### config.mk
export PLATFORM = sky130hd
export DESIGN_NAME = ultrasonic_ranger
export DESIGN_NICKNAME = d
export VERILOG_FILES = /design/src/rtl/ultrasonic_ranger.sv
export SDC_FILE = /design/constraint.sdc
export NUM_CORES = 1
export LEC_CHECK = 0
export ABC_AREA = 1
export BUFFER_PORTS_ARGS = -buffer_cell sky130_fd_sc_hd__buf_4
export CAP_MARGIN = 30
export CORE_UTILIZATION = 66
export DETAILED_ROUTE_END_ITERATION = 12
export GPL_TIMING_DRIVEN = 0
export PLACE_DENSITY = 0.87
export SYNTH_ARGS = -nofsm -noshare
export SYNTH_HDL_FRONTEND = slang
export SYNTH_SLANG_ARGS = --single-unit
### constraint.sdc
create_clock -name clk -period 4 [get_ports clk]
set_clock_uncertainty 0.05 [all_clocks]
set_input_delay 0.4 -clock clk [delete_from_list [all_inputs] [get_ports clk]]
set_output_delay 0.4 -clock clk [all_outputs]
set_load 0.1 [all_outputs]
### src/rtl/ultrasonic_ranger.sv
// rtl/ultrasonic_ranger.sv - HC-SR04 trigger/echo timer producing a hysteretic tooClose flag
// Optional RANGER_FILTER_EN: tooClose only moves after two consecutive results agree on the new value.
module ultrasonic_ranger #(
  parameter int unsigned CLK_PER_US      = 100,
  parameter int unsigned TRIG_US         = 10,
  parameter int unsigned ECHO_TIMEOUT_US = 30000,
  parameter int unsigned CYCLE_US        = 60000,
  parameter int unsigned NEAR_US         = 580,
  parameter int unsigned HYST_US         = 116
) (
  input  logic        clk,
  input  logic        rst_n,
  input  logic        enable,
  input  logic        echo,
  output logic        trigger,
  output logic        tooClose,
  output logic [15:0] echoUs,
  output logic        distValid,
  output logic        timeout
);

  localparam int unsigned PW = (CLK_PER_US > 1) ? $clog2(CLK_PER_US) : 1;
  localparam logic [PW-1:0] PRESC_MAX    = PW'(CLK_PER_US - 1);
  localparam logic [15:0]   TRIG_LAST    = 16'(TRIG_US - 1);
  localparam logic [15:0]   TIMEOUT_LAST = 16'(ECHO_TIMEOUT_US - 1);
  localparam logic [15:0]   CYCLE_LAST   = 16'(CYCLE_US - 1);
  localparam logic [15:0]   CYCLE_END    = 16'(CYCLE_US);
  localparam logic [15:0]   NEAR_LIM     = 16'(NEAR_US);
  localparam logic [15:0]   FAR_LIM      = 16'(NEAR_US + HYST_US);

  typedef enum logic [2:0] {
    S_IDLE,
    S_TRIG,
    S_WAIT_RISE,
    S_MEASURE,
    S_HOLDOFF
  } state_e;

  state_e        state_q, state_d;
  logic [PW-1:0] presc_q, presc_d;
  logic [PW-1:0] cyc_presc_q, cyc_presc_d;
  logic [15:0]   us_q, us_d;
  logic [15:0]   cyc_us_q, cyc_us_d;
  logic [15:0]   echo_us_q, echo_us_d;
  logic          echo_s1_q, echo_s2_q, echo_prev_q;
  logic          trigger_q, trigger_d;
  logic          too_close_q, too_close_d;
  logic          dist_valid_q, dist_valid_d;
  logic          timeout_q, timeout_d;
`ifdef RANGER_FILTER_EN
  logic          pend_q, pend_d;
`endif

  logic        tick, cyc_tick, echo_rise, echo_fall, entering, cycle_done;
  logic        res_valid, res_to, req_tc;
  logic [15:0] us_inc, us_now;

  assign tick       = (presc_q == PRESC_MAX);
  assign cyc_tick   = (cyc_presc_q == PRESC_MAX);
  assign echo_rise  = echo_s2_q & ~echo_prev_q;
  assign echo_fall  = ~echo_s2_q & echo_prev_q;
  assign us_inc     = (us_q == 16'hFFFF) ? us_q : us_q + 16'd1;
  // Width including the microsecond that completes in this very cycle.
  assign us_now     = tick ? us_inc : us_q;
  // A late HOLDOFF entry (long wait plus long echo) must not stall the schedule.
  assign cycle_done = (cyc_us_q >= CYCLE_END) || (cyc_tick && (cyc_us_q == CYCLE_LAST));
  assign entering   = (state_d != state_q);

  always_comb begin
    state_d   = state_q;
    res_valid = 1'b0;
    res_to    = 1'b0;
    case (state_q)
      S_IDLE: begin
        if (enable) state_d = S_TRIG;
      end
      S_TRIG: begin
        if (tick && (us_q == TRIG_LAST)) state_d = S_WAIT_RISE;
      end
      S_WAIT_RISE: begin
        if (echo_rise) begin
          state_d = S_MEASURE;
        end else if (tick && (us_q == TIMEOUT_LAST)) begin
          state_d = S_HOLDOFF;
          res_to  = 1'b1;
        end
      end
      S_MEASURE: begin
        if (echo_fall) begin
          state_d   = S_HOLDOFF;
          res_valid = 1'b1;
        end else if (tick && (us_q == TIMEOUT_LAST)) begin
          state_d = S_HOLDOFF;
          res_to  = 1'b1;
        end
      end
      S_HOLDOFF: begin
        if (cycle_done) state_d = enable ? S_TRIG : S_IDLE;
      end
      default: state_d = S_IDLE;
    endcase
  end

  always_comb begin
    echo_us_d    = echo_us_q;
    dist_valid_d = 1'b0;
    timeout_d    = 1'b0;
    too_close_d  = too_close_q;
    req_tc       = too_close_q;
    trigger_d    = (state_d == S_TRIG);
`ifdef RANGER_FILTER_EN
    pend_d       = pend_q;
`endif
    if (res_valid) begin
      echo_us_d    = us_now;
      dist_valid_d = 1'b1;
      if (us_now < NEAR_LIM)      req_tc = 1'b1;
      else if (us_now >= FAR_LIM) req_tc = 1'b0;
    end else if (res_to) begin
      echo_us_d = 16'hFFFF;
      timeout_d = 1'b1;
      req_tc    = 1'b0;
    end
`ifdef RANGER_FILTER_EN
    if (res_valid || res_to) begin
      if (req_tc == too_close_q) begin
        pend_d = 1'b0;
      end else if (pend_q) begin
        too_close_d = req_tc;
        pend_d      = 1'b0;
      end else begin
        pend_d = 1'b1;
      end
    end
`else
    too_close_d = req_tc;
`endif
  end

  // State timer restarts on every state entry; the cycle timer runs from TRIG entry only.
  always_comb begin
    presc_d     = (entering || tick) ? '0 : presc_q + PW'(1);
    us_d        = entering ? 16'd0 : (tick ? us_inc : us_q);
    cyc_presc_d = cyc_tick ? '0 : cyc_presc_q + PW'(1);
    cyc_us_d    = (cyc_tick && (cyc_us_q != 16'hFFFF)) ? cyc_us_q + 16'd1 : cyc_us_q;
    if ((state_q == S_IDLE) || (entering && (state_d == S_TRIG))) begin
      cyc_presc_d = '0;
      cyc_us_d    = 16'd0;
    end
  end

  always_ff @(posedge clk or negedge rst_n) begin
    if (!rst_n) begin
      state_q      <= S_IDLE;
      presc_q      <= '0;
      cyc_presc_q  <= '0;
      us_q         <= 16'd0;
      cyc_us_q     <= 16'd0;
      echo_us_q    <= 16'd0;
      echo_s1_q    <= 1'b0;
      echo_s2_q    <= 1'b0;
      echo_prev_q  <= 1'b0;
      trigger_q    <= 1'b0;
      too_close_q  <= 1'b0;
      dist_valid_q <= 1'b0;
      timeout_q    <= 1'b0;
`ifdef RANGER_FILTER_EN
      pend_q       <= 1'b0;
`endif
    end else begin
      state_q      <= state_d;
      presc_q      <= presc_d;
      cyc_presc_q  <= cyc_presc_d;
      us_q         <= us_d;
      cyc_us_q     <= cyc_us_d;
      echo_us_q    <= echo_us_d;
      echo_s1_q    <= echo;
      echo_s2_q    <= echo_s1_q;
      echo_prev_q  <= echo_s2_q;
      trigger_q    <= trigger_d;
      too_close_q  <= too_close_d;
      dist_valid_q <= dist_valid_d;
      timeout_q    <= timeout_d;
`ifdef RANGER_FILTER_EN
      pend_q       <= pend_d;
`endif
    end
  end

  assign trigger   = trigger_q;
  assign tooClose  = too_close_q;
  assign echoUs    = echo_us_q;
  assign distValid = dist_valid_q;
  assign timeout   = timeout_q;

endmodule
==> results_dict.tcl <==
set metrics [dict create \
    outcome "finished clean" \
    dr.pass1.iters 5 \
    wire_per_inst_microns 14.14 \
    maxSlewViolCount 0 \
    postPlaceCellArea_sq_um 4512 \
    r2r-end "cyc_us_q[14]$_DFFE_PN0P_" \
    timing.setup.tns_ps 0 \
    synth_warnings 0 \
    rsz0062_at_grt "false" \
    tightest_slew_ps 887.9 \
    reg2regPathDepth 13 \
    slowest_delay_ps 400 \
    syn_avg_cell_area_sq_um 7.775 \
    num_vias 3692 \
    syn_to_final_growth_pct 10.46 \
    antenna_found_initial 0 \
    cts-htree-levels 3 \
    yosysTopAreaCell "dfrtp_1" \
    fp.dieH_microns 82.20 \
    vias_per_cell 5.594 \
    totalWireLength_microns 9333 \
    synth_top_area_share_pct 42.44 \
    rrSetupSlack_ps 1570 \
    grt_start_max_net_pins 73 \
    slowest_stage "nor3_2" \
    min_period_over_period_pct 60.81 \
    finalHoldViolations 0 \
    min_path_type "primary input to asynchronous set/reset pin" \
    cts-root-buf "clkbuf_8" \
    crit_path_start "cyc_presc_q[0]$_DFF_PN0_" \
    drcViolationCount 0 \
    syn-instance-count 546 \
    cts_resized 0 \
    cp-end-kind "flop" \
    drtIter0Drc 231 \
    n_antenna_cell 0 \
    p_leak_nw 2.341 \
    clock_latency_ps 360 \
    nets 590 \
    fmaxAchievable_mhz 411.1 \
    ir_drop_mv 0.2930 \
    crit_chain "ha_1 -> inv_1 -> nor3_2 -> nand3b_1 -> nand2_1 -> nand3_2 -> nand3_1 -> nand2_2 -> nand2_4 -> nand2_2 -> nand2_4 -> buf_12 -> nor2_4" \
    period_minus_slack_ps 2432 \
    die_w_microns 82.20 \
    ys_seq_elements 72 \
    ff_latch_area_sq_um 1802 \
    routabilityCongestion 0.8872 \
    cts_buffers 9 \
    clk_pin_slew_worst_paths_ps 90 \
    whs_ps 71.32 \
    synth_cell_types 36 \
    multi_input_comb_area_sq_um 2048 \
    cts_tree "done" \
    worstSetupStartpointType "flop" \
    dpl.hpwl_microns 6763 \
    maxCapViolCount 0 \
    grt_usage_pct 30.12 \
    synth_nets 556 \
    cellPowerDensity_nw_per_um2 272.9 \
    fin_area_sq_um 4690 \
    row_count 28 \
    netlist_top_cells_area "dfrtp_1 42%, nand2_1 10%, inv_1 6.5%" \
    relSlewSlack_pct 40.81 \
    cts.sinks 72 \
    ys_seq_area_share_pct 42.44 \
    timing_worst_setup_path_type "flop to flop" \
    syn_area_sq_um 4245 \
    grt_overflow 0 \
    io_buffers 23 \
    crit_required_ps 4190 \
    drive_gt1_share_pct 17.61 \
    die-area_sq_um 6757 \
    final-setup-viol-count 0 \
    holdBufCountCts 0 \
    dp.cells 644 \
    core_area_sq_um 6061 \
    start_util_pct 70.05 \
    cts_max_path_buffers 2 \
    fin_cells 660 \
    grt_pass1_wl_microns 15110 \
    ant_nets 0 \
    grt_pass1_vias 3392 \
    arrival_ps 2620 \
    critical_path.endpoint "cyc_us_q[14]$_DFFE_PN0P_" \
    r2r-start "cyc_presc_q[0]$_DFF_PN0_" \
    cts_setup_buffers 0 \
    cp_max_fo 10 \
    io_pins 24 \
    final_core_util_pct 77.37 \
    nFillCells 455 \
]
-- flip-flops by register name, summed over array words and instances, names as in the netlist --
register,cells
trigger,1
presc_q,7
cyc_presc_q,7
tooClose,1
us_q,16
echo_s2_q,1
distValid,1
echoUs,16
state_q,3
timeout,1
echo_prev_q,1
cyc_us_q,16
echo_s1_q,1
-- routing by layer --
metal / up-vias / global-route usage [%] / routed length (microns)
met1: 1762 / 38.70 / 4189
met3: 14 / 6.593 / 577
met4: 0 / 9.825 / 128
met2: 128 / 50.41 / 4437
li1: 1788 / - / -
met5: - / 0 / 0
-- worst max-delay path, delay by kind of cell (launching register included) --
kind,cells,cell delay [ps]
adder cells (fa/ha/maj),1,210
buffers and inverters,2,280
flip-flops,1,380
AND/OR/NAND/NOR,10,1380
-- worst min-delay path by stage --
stage | start | to | slack [ps] | depth (start not counted)
floorplan | rst_n | cyc_presc_q[0]$_DFF_PN0_ | 50 | 0
global placement | echo_s1_q$_DFF_PN0_ | echo_s2_q$_DFF_PN0_ | 300 | 0
detailed placement | echo_s1_q$_DFF_PN0_ | echo_s2_q$_DFF_PN0_ | 290 | 0
CTS | echo | echo_s1_q$_DFF_PN0_ | 90 | 1
global route | echo | echo_s1_q$_DFF_PN0_ | 100 | 1
finish | rst_n | us_q[4]$_DFF_PN0_ | 70 | 1
-- placed cells by master (no fill, tap or decap), types with 3 or more instances in the layout --
cell type,synthesis,routed
a21oi_1,9,9
nand4_1,9,9
o22ai_1,8,8
ha_1,6,6
nand2_2,6,6
inv_6,0,3
inv_2,11,11
inv_1,73,73
nor2_2,6,6
dfrtp_1,72,72
xor2_1,17,17
nand3_1,52,52
nand3b_1,7,7
clkinvlp_4,0,3
clkbuf_8,0,9
nor2_1,68,68
nand2_1,118,118
nor3_1,9,9
o21ai_0,20,20
buf_2,4,4
or2_2,4,4
nand3_2,3,3
buf_4,1,24
nor2_4,22,22
-- power breakdown --
part	internal, mW	switching (mW)
clock network	0.230	0.303
logic	0.00227	0.0147
registers	0.729	0.000852
total	0.961	0.319
-- cell usage after synthesis --
master / instances
o41ai_1: 1
nand4_1: 9
ha_1: 6
clkbuf_1: 2
nand3_1: 52
nor3_2: 1
o21ai_1: 1
a32oi_1: 1
inv_2: 11
buf_2: 4
o22ai_1: 8
nand2_2: 6
a22oi_1: 1
nand3_2: 3
nor3_1: 9
a31oi_1: 1
nand2_4: 2
nor2_2: 6
nor2_4: 22
clkinv_2: 1
nor2_1: 68
nand3b_1: 7
nor4_1: 2
a21oi_1: 9
inv_1: 73
dfrtp_1: 72
nand2_1: 118
xnor2_1: 2
nand3_4: 1
buf_4: 1
buf_12: 2
a21boi_0: 1
nor3b_1: 2
or2_2: 4
o21ai_0: 20
xor2_1: 17
-- kinds of logic (layout without fill, tap and decap cells) --
logic type	count (synthesis)	after routing	synth area share, %
DFF	72	72	42.44
xor gates and xnor gates	19	19	3.920
adders and majority gates	6	6	1.768
buffers and inverters	94	133	9.313
AOI/OAI and AO/OA	43	43	5.629
and+or+nand+nor	312	312	36.93
-- area by class of cell --
cell class | count | share of cell area, %
Tap cell | 75 | 2.001
Timing Repair Buffer | 23 | 3.682
Sequential cell | 72 | 38.42
Buffer | 9 | 1.601
Clock buffer | 9 | 2.641
Inverter | 85 | 6.830
Multi-Input combinational cell | 380 | 43.68
Clock inverter | 7 | 1.147
-- stage by stage --
stage | worst slack [ps] | power [mW]
floorplan | 2019 | 0.7452
global placement | 1746 | 0.7620
detailed placement | 1658 | 0.7621
CTS | 1615 | 1.284
global route | 1420 | 1.315
finish | 1568 | 1.280
Note: power is estimated with default switching activity, not from simulation.
